[src/rtl/rsnn_step_scheduler.sv]
// rsnn_step_scheduler
//
// Sequencer and configuration front-end for one recurrent spiking neuron.
// Byte-wide configuration writes land in shadow registers and are committed
// to the active parameter outputs at step boundaries (or immediately while
// idle). The block issues a one-cycle neuron_enable pulse per step, either
// periodically (ctrl.run) or once on request (ctrl.single_step). It samples
// spike_in in the cycle after each pulse and keeps spike/step statistics.
//
// Ports:
//   clk, reset              clock, synchronous active-high reset
//   cfg_valid/cfg_ready     config write handshake
//   cfg_addr, cfg_data      0 thr, 1 decay, 2 refr, 3 fb_scale, 4 ext_current,
//                           5 period, 6 ctrl {clear, single_step, run}, 7 ignored
//   spike_in                neuron spike output, sampled only in SAMPLE
//   neuron_enable           one-cycle update pulse to the neuron
//   neuron_reset            high while reset is high, and for one cycle after a clear
//   threshold .. external_input_current   active neuron parameters
//   spike_count             saturating spike count
//   step_count              number of enable pulses issued (wraps)
//   busy                    state != IDLE
//   state_dbg               current FSM state
//
// Handshake: a write takes effect on the rising edge where cfg_valid and
// cfg_ready are both high. cfg_ready is low only in COMMIT, so the active
// parameters are never written by the bus and the commit in the same cycle.

module rsnn_step_scheduler #(
  parameter int PERIOD_W   = 8,
  parameter int STEP_CNT_W = 16
) (
  input  logic                  clk,
  input  logic                  reset,
  input  logic                  cfg_valid,
  output logic                  cfg_ready,
  input  logic [2:0]            cfg_addr,
  input  logic [7:0]            cfg_data,
  input  logic                  spike_in,
  output logic                  neuron_enable,
  output logic                  neuron_reset,
  output logic [7:0]            threshold,
  output logic [7:0]            decay,
  output logic [7:0]            refractory_period,
  output logic [7:0]            feedback_scale,
  output logic [7:0]            external_input_current,
  output logic [7:0]            spike_count,
  output logic [STEP_CNT_W-1:0] step_count,
  output logic                  busy,
  output logic [2:0]            state_dbg
);

  typedef enum logic [2:0] {
    S_IDLE   = 3'd0,
    S_WAIT   = 3'd1,
    S_COMMIT = 3'd2,
    S_ENABLE = 3'd3,
    S_SAMPLE = 3'd4
  } state_t;

  state_t              state;
  logic [PERIOD_W-1:0] wait_cnt;
  logic                run;
  logic                clr_q;

  logic [7:0]          thr_s, decay_s, refr_s, fb_s, ext_s;
  logic [PERIOD_W-1:0] period_s, period_a;

  logic wr, ctrl_wr, run_eff, step_req, clr_req;

  assign wr       = cfg_valid && cfg_ready;
  assign ctrl_wr  = wr && (cfg_addr == 3'd6);
  // A ctrl write acts on the FSM in the cycle it is accepted, so the
  // decision uses the incoming run bit rather than the stored one.
  assign run_eff  = ctrl_wr ? cfg_data[0] : run;
  assign step_req = ctrl_wr && cfg_data[1];
  assign clr_req  = ctrl_wr && cfg_data[2];

  assign cfg_ready     = (state != S_COMMIT);
  assign neuron_enable = (state == S_ENABLE);
  assign busy          = (state != S_IDLE);
  assign neuron_reset  = reset | clr_q;
  assign state_dbg     = state;

  always_ff @(posedge clk) begin
    if (reset) begin
      state                  <= S_IDLE;
      wait_cnt               <= '0;
      run                    <= 1'b0;
      clr_q                  <= 1'b0;
      thr_s                  <= 8'd64;
      decay_s                <= 8'd2;
      refr_s                 <= 8'd4;
      fb_s                   <= 8'd0;
      ext_s                  <= 8'd0;
      period_s               <= PERIOD_W'(9);
      threshold              <= 8'd64;
      decay                  <= 8'd2;
      refractory_period      <= 8'd4;
      feedback_scale         <= 8'd0;
      external_input_current <= 8'd0;
      period_a               <= PERIOD_W'(9);
      spike_count            <= 8'd0;
      step_count             <= '0;
    end else begin
      clr_q <= clr_req;

      if (wr) begin
        case (cfg_addr)
          3'd0: thr_s    <= cfg_data;
          3'd1: decay_s  <= cfg_data;
          3'd2: refr_s   <= cfg_data;
          3'd3: fb_s     <= cfg_data;
          3'd4: ext_s    <= cfg_data;
          3'd5: period_s <= PERIOD_W'(cfg_data);
          3'd6: run      <= cfg_data[0];
          default: ;
        endcase
      end

      // While idle there is no step in flight, so writes go straight through.
      if (wr && state == S_IDLE) begin
        case (cfg_addr)
          3'd0: threshold              <= cfg_data;
          3'd1: decay                  <= cfg_data;
          3'd2: refractory_period      <= cfg_data;
          3'd3: feedback_scale         <= cfg_data;
          3'd4: external_input_current <= cfg_data;
          3'd5: period_a               <= PERIOD_W'(cfg_data);
          default: ;
        endcase
      end

      case (state)
        S_IDLE: begin
          if (run_eff) begin
            state    <= S_WAIT;
            wait_cnt <= period_a;
          end else if (step_req) begin
            state <= S_COMMIT;
          end
        end
        S_WAIT: begin
          if (!run_eff) begin
            state <= S_IDLE;
          end else if (wait_cnt == '0) begin
            state <= S_COMMIT;
          end else begin
            wait_cnt <= wait_cnt - PERIOD_W'(1);
          end
        end
        S_COMMIT: begin
          threshold              <= thr_s;
          decay                  <= decay_s;
          refractory_period      <= refr_s;
          feedback_scale         <= fb_s;
          external_input_current <= ext_s;
          period_a               <= period_s;
          state                  <= S_ENABLE;
        end
        S_ENABLE: begin
          step_count <= step_count + STEP_CNT_W'(1);
          state      <= S_SAMPLE;
        end
        S_SAMPLE: begin
          if (spike_in && spike_count != 8'hFF) spike_count <= spike_count + 8'd1;
          // The SAMPLE cycle doubles as the first wait cycle of the next
          // step, which keeps the pulse spacing at period+3.
          if (run_eff) begin
            if (period_a == '0) begin
              state <= S_COMMIT;
            end else begin
              state    <= S_WAIT;
              wait_cnt <= period_a - PERIOD_W'(1);
            end
          end else begin
            state <= S_IDLE;
          end
        end
        default: state <= S_IDLE;
      endcase

      // Clear overrides any increment happening in the same cycle.
      if (clr_req) begin
        spike_count <= 8'd0;
        step_count  <= '0;
      end
    end
  end

endmodule

[config.mk]
export PLATFORM = sky130hd
export DESIGN_NAME = rsnn_step_scheduler
export DESIGN_NICKNAME = d
export VERILOG_FILES = /design/src/rtl/rsnn_step_scheduler.sv
export SDC_FILE = /design/constraint.sdc
export NUM_CORES = 1
export LEC_CHECK = 0
export ABC_AREA = 1
export CAP_MARGIN = 20
export CORE_MARGIN = 1
export CORE_UTILIZATION = 51
export CTS_BUF_LIST = sky130_fd_sc_hd__clkbuf_4 sky130_fd_sc_hd__clkbuf_8
export DETAILED_ROUTE_END_ITERATION = 16
export PLACE_DENSITY = 0.76
export SLEW_MARGIN = 10
export SYNTH_ARGS = -nofsm -noshare
export SYNTH_HDL_FRONTEND = slang
export SYNTH_SLANG_ARGS = --single-unit
[constraint.sdc]
create_clock -name clk -period 1.8 [get_ports clk]
set_input_delay 0.18 -clock clk [delete_from_list [all_inputs] [get_ports clk]]
set_output_delay 0.18 -clock clk [all_outputs]
set_load 0.02 [all_outputs]
Yosys cells after proc, flatten, opt, wreduce, memory -nomap -nowiden
Cells that the tools add are included.
W data, S select, Z words.
{"block": "word_totals", "wordCells": 110, "input_bits": 15, "out_inout_bits": 71, "regBits": 133}
{"block": "op_classes", "addsub": 4, "reduce_logical": 36, "eq_ne": 19, "n_mux": 32, "bitwise": 1}
{"operator": "$mux W8", "count": 23}
{"operator": "$reduce_and A2 Y1", "count": 15}
{"operator": "$pmux W8 S3", "count": 1}
{"operator": "$add A16 B1 Y16 const B", "count": 1}
{"operator": "$logic_not A8 Y1", "count": 2}
{"operator": "$sub A8 B1 Y8 const B", "count": 2}
{"operator": "$mux W3", "count": 5}
{"operator": "$pmux W3 S5", "count": 1}
{"operator": "$reduce_bool A2 Y1", "count": 7}
{"operator": "$eq A3 B2 Y1 const B", "count": 4}
{"operator": "$eq A3 B3 Y1 const B", "count": 4}
{"operator": "$ne A2 B2 Y1 const B", "count": 5}
{"operator": "$add A8 B1 Y8 const B", "count": 1}
{"operator": "$ne A8 B8 Y1 const B", "count": 1}
{"operator": "$eq A3 B1 Y1 const B", "count": 2}
{"operator": "$logic_and A1 B1 Y1", "count": 6}
{"operator": "$logic_not A3 Y1", "count": 2}
{"operator": "$ne A3 B3 Y1 const B", "count": 2}
{"operator": "$reduce_and A6 Y1", "count": 1}
{"operator": "$reduce_bool A3 Y1", "count": 2}
{"operator": "$ne A3 B2 Y1 const B", "count": 1}
{"operator": "$mux W2", "count": 1}
{"operator": "$reduce_or A2 Y1", "count": 1}
{"operator": "$mux W1", "count": 1}
{"operator": "$or A1 B1 Y1", "count": 1}

Longest topological paths before layout
Gate-level depths: netlist of the first run.
{"block": "depth", "ltp_word": 7, "mapped_depth": 14, "mapped_depth_nobuf": 13}

Worst setup path before layout of the first run
Ideal clock, no wire load.
{"block": "synth_path", "kind": "register to register", "start": "register state[1], in the netlist state_dbg[1]", "end": "register wait_cnt[6]", "path_stages_with_launch": 15, "required_ps": 1668, "setup_slack_ps": -28, "arrival_ps": 1696, "synth_period_minus_slack_ps": 1828, "cell_sequence": "dfxtp_1 -> nor2_4 -> nand2_4 -> buf_6 -> nand2_1 -> o21ai_2 -> inv_1 -> ha_1 -> nand2_1 -> nor2_2 -> nand2_1 -> nand2_1 -> nand3_1 -> nand2_1 -> a21oi_1"}
{"block": "synth_via", "elab_chain_len": 6, "word_cells_on_any_way": 15}
{"element": "start, declared", "line": "60", "text": "state_t state;"}
{"element": "start signal, assigned", "line": "86", "text": "state <= S_IDLE;"}
{"element": "start signal, assigned", "line": "136", "text": "state <= S_WAIT;"}
{"element": "start signal, assigned", "line": "139", "text": "state <= S_COMMIT;"}
{"element": "$ne A3 B2 Y1", "line": "78", "text": "assign cfg_ready = (state != S_COMMIT);"}
{"element": "$logic_and A1 B1 Y1", "line": "70", "text": "assign wr = cfg_valid && cfg_ready;"}
{"element": "$logic_and A1 B1 Y1", "line": "71", "text": "assign ctrl_wr = wr && (cfg_addr == 3'd6);"}
{"element": "$mux W1", "line": "74", "text": "assign run_eff = ctrl_wr ? cfg_data[0] : run;"}
{"element": "$ne A2 B2 Y1 (no line)"}
{"element": "$reduce_and A6 Y1 (no line)"}
{"element": "end signal, assigned", "line": "137", "text": "wait_cnt <= period_a;"}
{"element": "end signal, assigned", "line": "148", "text": "wait_cnt <= wait_cnt - PERIOD_W'(1);"}
{"element": "end signal, assigned", "line": "173", "text": "wait_cnt <= period_a - PERIOD_W'(1);"}
{"element": "end, declared", "line": "61", "text": "logic [PERIOD_W-1:0] wait_cnt;"}
Several ways; a longest one is shown, not always the timed one.
A chain may end at the register's enable or synchronous reset.

Worst setup path in the final report of the first run
{"block": "layout_path", "start": "register clr_q", "end": "output neuron_reset"}
{"block": "layout_via", "elab_chain_len": 1}
{"element": "start, declared", "line": "63", "text": "logic clr_q;"}
{"element": "start signal, assigned", "line": "105", "text": "clr_q <= clr_req;"}
{"element": "$or A1 B1 Y1", "line": "81", "text": "assign neuron_reset = reset | clr_q;"}
{"element": "end, declared", "line": "40", "text": "output logic neuron_reset,"}
No other way between the ends.

==> results of run 1 <==
[area by class of cell]
cell class                      instances  area share [%]
Clock buffer                           24            3.93
Clock inverter                          8            1.63
Inverter                               79            3.89
Multi-Input combinational cell        560            37.2
Sequential cell                       133            35.1
Tap cell                              140            2.30
Timing Repair Buffer                  130            15.9
[placed cells by master, fill, tap and decap left out, drive strengths merged]
cell           instances
clkbuf                24
a32oi                  6
nor3b                  2
ha                     3
clkdlybuf4s50         80
dlygate4sd2            1
o21bai                 2
a22oi                 27
xnor2                  2
o211ai                 4
nor3                   9
nand3                 44
o21ai                 55
a21oi                 81
xor2                   6
bufinv                 3
or2                    7
inv                   77
nand2                178
dfxtp                133
buf                   46
a31oi                 11
clkinv                 5
clkdlybuf4s15          3
nand3b                 3
nand4                  5
clkinvlp               2
nor2                 115
[worst register-to-register path, stage by stage (launching register included)]
cell and delay, ns:
dfxtp_4 0.37, nor2_4 0.18, buf_4 0.13, buf_4 0.12, nand3_2 0.08, nand2_2 0.10
nand2_2 0.09, nor2_4 0.15, nand2_1 0.08, nand2_1 0.07, nand3_1 0.08, nand2_1 0.07
a21oi_1 0.05
[cell families (layout without fill, tap and decap cells)]
family	count (synthesis)	in the layout	synth area share, %
AND/OR/NAND/NOR	363	363	27.4
AO/OA/AOI/OAI	186	186	18.0
flip-flops	133	133	45.3
buffers and inverters	106	241	7.37
XOR/XNOR	8	8	1.19
adder cells (fa/ha/maj)	3	3	0.639
[routing by layer]
metal  vias to the layer above  GRT usage [%]  wire [um]
li1                       2876              -          -
met1                      2720           38.4       7300
met2                       251           45.4       7570
met3                        38           7.11       1210
met4                         0           12.9        435
met5                         -              0          0
[what timing repair did]
action	4_1_cts	5_1_grt
setup buffers	1	2
resized for setup	7	25
endpoints found under the setup margin	3	20
hold buffers	0	0
pin swaps	1	9
gates cloned	0	0
[final timing paths]
check,startpoint,endpoint,cells after the start
worst max-delay path,clr_q,neuron_reset,2
worst min-delay path,cfg_data[2],fb_s[2],3
worst max register to register,state_dbg[1],wait_cnt[5],12
worst min register to register,ext_s[0],ext_s[0],2
[through the flow]
stage / setup TNS (ns) / cells
floorplan: 0 / 799
global placement: -0.187 / 1039
detailed placement: -2.22 / 1039
CTS: 0 / 1072
global route: -0.0168 / 1074
finish: 0 / 1074
[power by group through the flow]
stage,sequential (mW),clock (mW),combinational (mW)
floorplan,3.22,0,0.542
global placement,3.18,0,0.983
detailed placement,3.18,0,1.01
CTS,3.11,2.68,1.01
global route,3.13,2.81,1.13
finish,3.12,2.66,1.05
==> results.yml, run 1 <==
cells_and_area:
  top_register: "step_count"
  syn2layout_area_growth_pct: 29.7
  n_fill_cell: 929
  fin_util_pct: 69.0
  stdcell_area_sq_um: 7620
  multiInputGateArea_sq_um: 2840
  regArea_sq_um: 2670
  drive_gt1_share_pct: 15.0
  diodes: 0
  nNetsFinal: 939
  largest_reg_flops: 16
routing:
  viasPerCell: 5.48
  wl_per_cell_um: 15.4
  wl_mm: 16.5
  drt_iter0_markers: 454
  vias: 5885
  firstDrtPassIters: 5
  drc: 0
  ant_nets: 0
sta:
  finalCritPeriodShare_pct: 96.4
  max_freq_ghz: 0.576
  setup_viol: 0
  maxSlewViolCount: 0
  fin_ws_ns: 0.0651
  hold_viol: 0
  worstMarginPinSlew_ns: 0.710
  layout_min_cycle_time_ns: 1.73
  clock_skew_ns: 0.0122
  hold_slack_ns: 0.415
  relSlewSlack_pct: 52.7
clock_tree:
  path_clk_slew_ns: 0.07
  clock-sinks: 133
  cts_root_buf: "clkbuf_8"
  cts_tree: "done"
  clk_latency_ns: 0.45
  clockBufferDepth: 2
  htree_levels: 4
  cts_buffers: 17
yosys:
  async_reset_ff_share_pct: 0
  yosysMostFrequentCell: "nand2_1"
  ys_warn_count: 0
  synth_top_area_cell: "dfxtp_1"
  synth_edf_count: 0
  synth_commonest_cells: "nand2_1, dfxtp_1, nor2_1"
  synth_area_leaders: "dfxtp_1, nand2_1, a21oi_1"
  synth_cells: 799
  synth_area_per_cell_sq_um: 7.35
  synth_top_area_share_pct: 45.3
  syn_nets: 817
  yosysUniqueCellTypes: 40
  syn_area_sq_um: 5870
  yosysSeqAreaShare_pct: 45.3
  synthFlopType: "dfxtp_1"
  synth_seq_cells: 133
floorplan:
  rows: 38
  dieArea_sq_um: 11900
  pin_count: 86
  die_w_um: 109
  die-height_um: 109
  coreArea_sq_um: 11000
  start_util_pct: 53.2
pwr:
  vdd_drop_max_uv: 798
  p_seq_share_pct: 45.7
  p_int_mw: 4.93
  p_leak_nw: 3.06
  power.switching_mw: 1.89
  clkPwrFrac_pct: 39.0
  power_mw: 6.82
  p_sw_share_pct: 27.7
  comb_power_share_pct: 15.3
  power_density_nw_per_um2: 896
grt:
  grt_pass1_wl_mm: 26.6
  grt_usage_pct: 29.2
  antenna_found_initial: 0
  first_global_vias: 5572
  gr-total-overflow: 0
  grt_max_degree: 65
critical_path:
  required_ns: 1.62
  startpoint_type: "register"
  crit_family: "buffers and inverters"
  ff2ff_setup_slack_ns: 0.09
  path_class: "register to output pin"
  worstSetupEndpointType: "output pin"
  cpPeakStageDelay_ns: 0.55
  crit_chain: "or2_2 > clkdlybuf4s50_1"
  slowest_stage: "clkdlybuf4s50_1"
  path_max_fanout: 1
  cp.arrival_ns: 1.55
  worst-path-buf-inv: 1
run:
  cap_viol_max_count: 0
placed_design:
  placed_cell_area_sq_um: 7100
  place_congestion: 0.892
  port_buffers: 85
  hpwl_mm: 11.5
  dp_slack_ns: -0.154
min_path:
  min_path_type: "input port to register"
run_status:
  status: "finished, final reports clean"
(Power assumes the default switching activity.)
==> run 2, diff against run 1 <==
--- a/config.mk
+++ b/config.mk
@@ -10,6 +10,7 @@
 export CORE_MARGIN = 1
 export CORE_UTILIZATION = 51
 export CTS_BUF_LIST = sky130_fd_sc_hd__clkbuf_4 sky130_fd_sc_hd__clkbuf_8
+export CTS_CLUSTER_DIAMETER = 30
 export DETAILED_ROUTE_END_ITERATION = 16
 export PLACE_DENSITY = 0.76
 export SLEW_MARGIN = 10
==> results of run 2 <==
The final DEF is identical to that of run 1; final timing and power are the same.
